--- src/rtl/dot_product_row_scheduler_if.sv ---
// dot_product_row_scheduler_if: job descriptor and result handshakes between the matrix controller and the row scheduler
interface dot_product_row_scheduler_if #(
    parameter int ADDR_WIDTH    = 10,
    parameter int ELEMENT_WIDTH = 32
);
    logic                     job_valid;
    logic                     job_ready;
    logic [ADDR_WIDTH-1:0]    job_base_addr;
    logic [31:0]              job_len;
    logic                     res_valid;
    logic                     res_ready;
    logic [ELEMENT_WIDTH-1:0] res_data;
    modport master (output job_valid, job_base_addr, job_len, res_ready, input job_ready, res_valid, res_data);
    modport slave  (input job_valid, job_base_addr, job_len, res_ready, output job_ready, res_valid, res_data);
endinterface

--- src/rtl/dot_product_row_scheduler.sv ---
// dot_product_row_scheduler: paces row-chunk pairs into the dot-product engine and returns its result; DP_SCHED_WATCHDOG_EN adds a DRAIN timeout
module dot_product_row_scheduler #(
    parameter int NO_OF_UNITS    = 8,
    parameter int ELEMENT_WIDTH  = 32,
    parameter int ADDR_WIDTH     = 10,
    parameter int ISSUE_GAP      = 2,
    parameter int TIMEOUT_CYCLES = 4096
) (
    input  logic                                   clk,
    input  logic                                   reset,
    dot_product_row_scheduler_if.slave             host,
    output logic                                   mem_rd_en,
    output logic [ADDR_WIDTH-1:0]                  mem_rd_addr,
    input  logic [NO_OF_UNITS*ELEMENT_WIDTH-1:0]   mem_first_row,
    input  logic [NO_OF_UNITS*ELEMENT_WIDTH-1:0]   mem_second_row,
    output logic                                   dp_reset,
    output logic [31:0]                            dp_no_of_multiples,
    output logic                                   dp_read_now,
    output logic [NO_OF_UNITS*ELEMENT_WIDTH-1:0]   dp_first_row,
    output logic [NO_OF_UNITS*ELEMENT_WIDTH-1:0]   dp_second_row,
    input  logic                                   dp_finish,
    input  logic [ELEMENT_WIDTH-1:0]               dp_result,
    output logic                                   busy,
    output logic                                   err
);
    localparam int GW = $clog2(ISSUE_GAP + 1);
    typedef enum logic [2:0] {IDLE, SETUP, STREAM, DRAIN, RESULT} state_t;
    state_t                               state_q, state_d;
    logic [ADDR_WIDTH-1:0]                base_q, addr_q;
    logic [31:0]                          len_q, cnt_q, multiples_q;
    logic [GW-1:0]                        gap_q;
    logic [NO_OF_UNITS*ELEMENT_WIDTH-1:0] first_q, second_q;
    logic [ELEMENT_WIDTH-1:0]             res_q;
    logic                                 read_now_q, finish_q, err_q, finish_edge, timeout;
    assign finish_edge = dp_finish && !finish_q;
`ifdef DP_SCHED_WATCHDOG_EN
    localparam int WW = $clog2(TIMEOUT_CYCLES + 1);
    logic [WW-1:0] wd_q;
    // count cycles spent waiting for the engine, restarting on every DRAIN entry
    always_ff @(posedge clk) begin
        wd_q <= (reset || state_q != DRAIN) ? '0 : wd_q + 1'b1;
    end
    assign timeout = (state_q == DRAIN) && (wd_q == WW'(TIMEOUT_CYCLES - 1));
`else
    assign timeout = 1'b0;
`endif
    assign host.job_ready    = state_q == IDLE;
    assign host.res_valid    = state_q == RESULT;
    assign host.res_data     = res_q;
    assign busy              = state_q != IDLE;
    assign dp_reset          = state_q == SETUP;
    assign dp_read_now       = read_now_q;
    assign dp_no_of_multiples = multiples_q;
    assign mem_rd_addr       = addr_q;
    assign err               = err_q;
    // RAM data lands in the strobe cycle, so forward it alongside the strobe and hold it afterwards
    assign dp_first_row      = read_now_q ? mem_first_row : first_q;
    assign dp_second_row     = read_now_q ? mem_second_row : second_q;
    // state register
    always_ff @(posedge clk) begin
        state_q <= reset ? IDLE : state_d;
    end
    // next-state and RAM read issue; a read is issued once the gap since the last one has elapsed
    always_comb begin
        state_d   = state_q;
        mem_rd_en = 1'b0;
        case (state_q)
            IDLE:    if (host.job_valid) state_d = (host.job_len == '0) ? RESULT : SETUP;
            SETUP:   state_d = STREAM;
            STREAM: begin
                mem_rd_en = (gap_q == '0) && (cnt_q != len_q);
                if (read_now_q && cnt_q == len_q) state_d = DRAIN;
            end
            DRAIN:   if (finish_edge || timeout) state_d = RESULT;
            RESULT:  if (host.res_ready) state_d = IDLE;
            default: state_d = IDLE;
        endcase
    end
    // job latching, chunk pacing, operand hold and result capture
    always_ff @(posedge clk) begin
        if (reset) begin
            base_q      <= '0;
            addr_q      <= '0;
            len_q       <= '0;
            cnt_q       <= '0;
            multiples_q <= '0;
            gap_q       <= '0;
            first_q     <= '0;
            second_q    <= '0;
            res_q       <= '0;
            read_now_q  <= 1'b0;
            finish_q    <= 1'b0;
            err_q       <= 1'b0;
        end else begin
            finish_q   <= dp_finish;
            read_now_q <= mem_rd_en;
            err_q      <= 1'b0;
            if (state_q == IDLE && host.job_valid) begin
                base_q <= host.job_base_addr;
                len_q  <= host.job_len;
                if (host.job_len == '0) begin
                    res_q <= '0;
                    err_q <= 1'b1;
                end
            end
            if (state_q == SETUP) begin
                multiples_q <= len_q;
                cnt_q       <= '0;
                addr_q      <= base_q;
                gap_q       <= '0;
            end
            if (mem_rd_en) begin
                cnt_q  <= cnt_q + 1'b1;
                addr_q <= addr_q + 1'b1;
                gap_q  <= GW'(ISSUE_GAP - 1);
            end else if (gap_q != '0) begin
                gap_q <= gap_q - 1'b1;
            end
            if (read_now_q) begin
                first_q  <= mem_first_row;
                second_q <= mem_second_row;
            end
            if (state_q == DRAIN && finish_edge) begin
                res_q <= dp_result;
            end else if (timeout) begin
                res_q <= '1;
                err_q <= 1'b1;
            end
        end
    end
endmodule

--- src/flat_wrapper.sv ---
// flat-port wrapper written by rule: the top's interface ports become plain ports
module dot_product_row_scheduler_flat 
#(
    parameter int NO_OF_UNITS    = 8,
    parameter int ELEMENT_WIDTH  = 32,
    parameter int ADDR_WIDTH     = 10,
    parameter int ISSUE_GAP      = 2,
    parameter int TIMEOUT_CYCLES = 4096
)
  (clk, reset, mem_rd_en, mem_rd_addr, mem_first_row, mem_second_row, dp_reset, dp_no_of_multiples, dp_read_now, dp_first_row, dp_second_row, dp_finish, dp_result, busy, err, host_job_valid, host_job_base_addr, host_job_len, host_res_ready, host_job_ready, host_res_valid, host_res_data);
  dot_product_row_scheduler_if #(.ADDR_WIDTH(ADDR_WIDTH), .ELEMENT_WIDTH(ELEMENT_WIDTH)) host_i ();
  input  logic clk;
  input  logic reset;
  output logic mem_rd_en;
  output logic [ADDR_WIDTH-1:0] mem_rd_addr;
  input  logic [NO_OF_UNITS*ELEMENT_WIDTH-1:0] mem_first_row;
  input  logic [NO_OF_UNITS*ELEMENT_WIDTH-1:0] mem_second_row;
  output logic dp_reset;
  output logic [31:0] dp_no_of_multiples;
  output logic dp_read_now;
  output logic [NO_OF_UNITS*ELEMENT_WIDTH-1:0] dp_first_row;
  output logic [NO_OF_UNITS*ELEMENT_WIDTH-1:0] dp_second_row;
  input  logic dp_finish;
  input  logic [ELEMENT_WIDTH-1:0] dp_result;
  output logic busy;
  output logic err;
  input wire logic [$bits(host_i.job_valid)-1:0] host_job_valid;
  input wire logic [$bits(host_i.job_base_addr)-1:0] host_job_base_addr;
  input wire logic [$bits(host_i.job_len)-1:0] host_job_len;
  input wire logic [$bits(host_i.res_ready)-1:0] host_res_ready;
  output wire logic [$bits(host_i.job_ready)-1:0] host_job_ready;
  output wire logic [$bits(host_i.res_valid)-1:0] host_res_valid;
  output wire logic [$bits(host_i.res_data)-1:0] host_res_data;
  assign host_i.job_valid = host_job_valid;
  assign host_i.job_base_addr = host_job_base_addr;
  assign host_i.job_len = host_job_len;
  assign host_i.res_ready = host_res_ready;
  assign host_job_ready = host_i.job_ready;
  assign host_res_valid = host_i.res_valid;
  assign host_res_data = host_i.res_data;
  dot_product_row_scheduler #(.NO_OF_UNITS(NO_OF_UNITS), .ELEMENT_WIDTH(ELEMENT_WIDTH), .ADDR_WIDTH(ADDR_WIDTH), .ISSUE_GAP(ISSUE_GAP), .TIMEOUT_CYCLES(TIMEOUT_CYCLES)) u_core (.clk(clk), .reset(reset), .host(host_i), .mem_rd_en(mem_rd_en), .mem_rd_addr(mem_rd_addr), .mem_first_row(mem_first_row), .mem_second_row(mem_second_row), .dp_reset(dp_reset), .dp_no_of_multiples(dp_no_of_multiples), .dp_read_now(dp_read_now), .dp_first_row(dp_first_row), .dp_second_row(dp_second_row), .dp_finish(dp_finish), .dp_result(dp_result), .busy(busy), .err(err));
endmodule
--- config.mk ---
export PLATFORM = sky130hd
export DESIGN_NAME = dot_product_row_scheduler_flat
export DESIGN_NICKNAME = d
export VERILOG_FILES = /design/src/rtl/dot_product_row_scheduler_if.sv /design/src/rtl/dot_product_row_scheduler.sv /design/src/flat_wrapper.sv
export SDC_FILE = /design/constraint.sdc
export NUM_CORES = 1
export LEC_CHECK = 0
export ABC_CLOCK_PERIOD_IN_PS = 5200
export CORE_AREA = 2 2 466 468
export CTS_CLUSTER_SIZE = 25
export DETAILED_ROUTE_END_ITERATION = 6
export DIE_AREA = 0 0 468 470
export PLACE_DENSITY = 0.31
export SYNTH_ARGS = -nofsm -noshare
export SYNTH_HDL_FRONTEND = slang
export SYNTH_SLANG_ARGS = --single-unit
--- constraint.sdc ---
create_clock -name clk -period 5.2 [get_ports clk]
set_input_delay 1.04 -clock clk [delete_from_list [all_inputs] [get_ports clk]]
set_output_delay 1.04 -clock clk [all_outputs]
set_load 0.02 [all_outputs]
==> flow_summary.json <==
{
  "initialDrtViolationCount": 869,
  "rows": 171,
  "cts_sinks": 668,
  "first_pass_iters": 6,
  "post_cts_resized": 0,
  "synth_area_um2": 26200,
  "core_area_um2": 216000,
  "yosysSeqAreaShare": 0.511,
  "area_growth_pct": 69.9,
  "ir_worst_vdd_v": 0.000209,
  "antenna_found_initial": 99,
  "pwr-share-seq": 0.336,
  "fillers": 23600,
  "avgRoutedWirePerCell_um": 24.1,
  "routed_wirelength_um": 157000,
  "cts_buffers": 97,
  "cp-start-kind": "register",
  "io_pins": 1184,
  "ys_types": 57,
  "min_period_ns": 4.20,
  "cts_max_path_buffers": 3,
  "final.setup.tns_ns": 0,
  "grtUsageMet3": 0.0639,
  "postCtsSetupRepairBufs": 0,
  "max_slew_margin": 0.176,
  "p_sw_frac": 0.311,
  "fin_nets": 4175,
  "cp_max_fo": 7,
  "synth.top_cell.area_share": 0.511,
  "ctsHoldBuffers": 0,
  "drive_above_1_share": 0.193,
  "grtUsageTotal": 0.137,
  "cts_tree": "built",
  "gr-total-overflow": 0,
  "synth_area_per_cell_um2": 10.7,
  "cts.reportedPaths.clkPinSlew_ns": 0.06,
  "die_h_um": 470,
  "postPlaceCellArea_um2": 41300,
  "worstMarginPinSlew_ns": 1.24,
  "maxCapViolCount": 0,
  "grt_first_pass_wirelength_um": 207000,
  "vias": 22400,
  "ys_ff_latch": 668,
  "design_area_um2": 44500,
  "pwr_density_cell_nw_per_um2": 372,
  "status": "finished clean",
  "ys_warn_count": 0,
  "synthCells": 2441,
  "synth_fp_nets": 3034,
  "place.gp.congestion": 0.829,
  "p_sw_mw": 5.15,
  "p_int_mw": 11.4,
  "synthArstFlopShare": 0,
  "htreeDepth": 3,
  "synth-main-ff-cell": "dfxtp_1",
  "dieArea_um2": 220000,
  "totalPowerFinal_mw": 16.6,
  "finalHoldViolCount": 0,
  "finClkSkew_ns": 0.0258,
  "required_ns": 4.16,
  "p_clk_frac": 0.405,
  "grt_max_degree": 179,
  "cp-end-kind": "output pin",
  "power_leakage_nw": 16.0,
  "setup_viol": 0,
  "fin_util": 0.206,
  "start_util": 0.121,
  "final_common_cell": "clkdlybuf4s50_1",
  "hpwl_um": 123000,
  "path_class": "reg -> out",
  "vias_per_cell": 3.43,
  "finalMaxSlewViolations": 0,
  "combPwrFrac": 0.258,
  "drc": 0,
  "ant_nets": 0,
  "numPortBuffers": 1183,
  "grt_util_met1": 0.155,
  "rsz0062_at_grt": "false",
  "ys_top_cells_by_area": "dfxtp_1, mux2_2, nor2b_1, nand2_1, clkbuf_1",
  "busiest_layer": "met2",
  "fin_crit_sh": 0.807,
  "hold_path_class": "reg -> reg",
  "grt_pass1_vias": 22400,
  "clock_latency_ns": 0.73,
  "root_buffer": "clkbuf_16",
  "timing.fmax_ghz": 0.238,
  "cp.arrival_ns": 3.16,
  "met2_usage": 0.224,
  "synth_edf_count": 0,
  "dieWidth_um": 468,
  "final_cell_mix": "clkdlybuf4s50_1, dfxtp_1, nor2b_1",
  "yosysTopAreaCell": "dfxtp_1"
}
[cell families (layout without fill, tap and decap cells)]
family,count (synthesis),after routing,synth area share
AOI/OAI and AO/OA,181,181,0.0431
other,0,16,0
DFF,668,668,0.511
muxes,517,517,0.222
adders and majority gates,2,2,0.000955
and+or+nand+nor,857,857,0.185
xor gates and xnor gates,35,35,0.0117
buffers and inverters,181,1394,0.0265
[layer usage]
metal,vias up,share of wire
li1,10600,-
met1,10500,0.40
met2,943,0.46
met3,274,0.10
met4,66,0.040
met5,-,0.0026
[power groups by stage]
stage	clock network, mW	logic (mW)	registers (mW)
floorplan	0	2.04	5.67
global placement	0	4.39	5.68
detailed placement	0	4.36	5.68
CTS	7.10	4.39	5.58
finish	6.72	4.28	5.57
global route	7.26	4.54	5.61
[state kept, by name, indices dropped and copies added (netlist names)]
| register | count |
|---|---|
| u_core.first_q | 256 |
| u_core.second_q | 256 |
| u_core.cnt_q | 32 |
| u_core.dp_no_of_multiples | 32 |
| u_core.host.res_data | 32 |
| u_core.len_q | 32 |
| u_core.base_q | 10 |
| u_core.mem_rd_addr | 10 |
| u_core.state_q | 3 |
| u_core.gap_q | 2 |
| u_core.dp_read_now | 1 |
| u_core.err | 1 |
| u_core.finish_q | 1 |
[Yosys cell counts (3+ instances only)]
library cell / n
or3_1: 14
a31oi_1: 12
buf_1: 6
a2111oi_0: 3
mux2i_1: 4
clkbuf_1: 157
o21ai_0: 3
nand4_1: 15
buf_2: 5
nor2b_1: 514
or2_2: 7
nor3_1: 4
nor2_1: 47
nand3b_1: 7
xnor2_1: 35
nor4_1: 14
a21oi_1: 97
a32oi_1: 7
o31ai_1: 8
mux2_2: 512
dfxtp_1: 668
and3_1: 4
o311ai_0: 3
inv_1: 9
nand3_1: 29
nand2_1: 175
a22oi_1: 33
or4_1: 12
[layout make-up]
cell class              count  area, µm²  share of cell area
flip-flops and latches    668      13400               0.301
inverters                  10       37.5            0.000843
multi-input cells        1592      12100               0.273
diodes                     16       40.0            0.000900
repair buffers           1213      12200               0.274
clock buffers             146       2850              0.0641
well taps                2854       3570              0.0802
clock inverters            25        309             0.00694
[worst max-delay path, stage by stage (launching register included)]
cell and delay [ns]:
dfxtp_1 0.37, xnor2_1 0.38, nand4_1 0.21, nor4_4 0.56
a21o_2 0.27, inv_2 0.07, clkdlybuf4s50_1 0.59
[path summary, 6_finish.rpt]
check / start / slack (ns) / to / depth (start not counted)
max reg2reg: u_core.cnt_q[4]$_SDFFE_PP0P_ / 2.17 / u_core.cnt_q[22]$_SDFFE_PP0P_ / 7
min: u_core.gap_q[1]$_SDFFE_PP0P_ / 0.45 / u_core.gap_q[1]$_SDFFE_PP0P_ / 2
max: u_core.cnt_q[4]$_SDFFE_PP0P_ / 1.00 / mem_rd_en / 6
min reg2reg: u_core.gap_q[1]$_SDFFE_PP0P_ / 0.45 / u_core.gap_q[1]$_SDFFE_PP0P_ / 2
[stage by stage]
stage	instances	hold slack [ns]	setup WS, ns
5_1_grt	6516	0.471	0.814
3_3_place_gp	6337	0.443	1.36
4_1_cts	6508	0.450	0.801
2_1_floorplan	2441	0.424	2.39
3_5_place_dp	6337	0.442	1.34
6_report	6524	0.447	1.00
(Power assumes the default switching activity.)
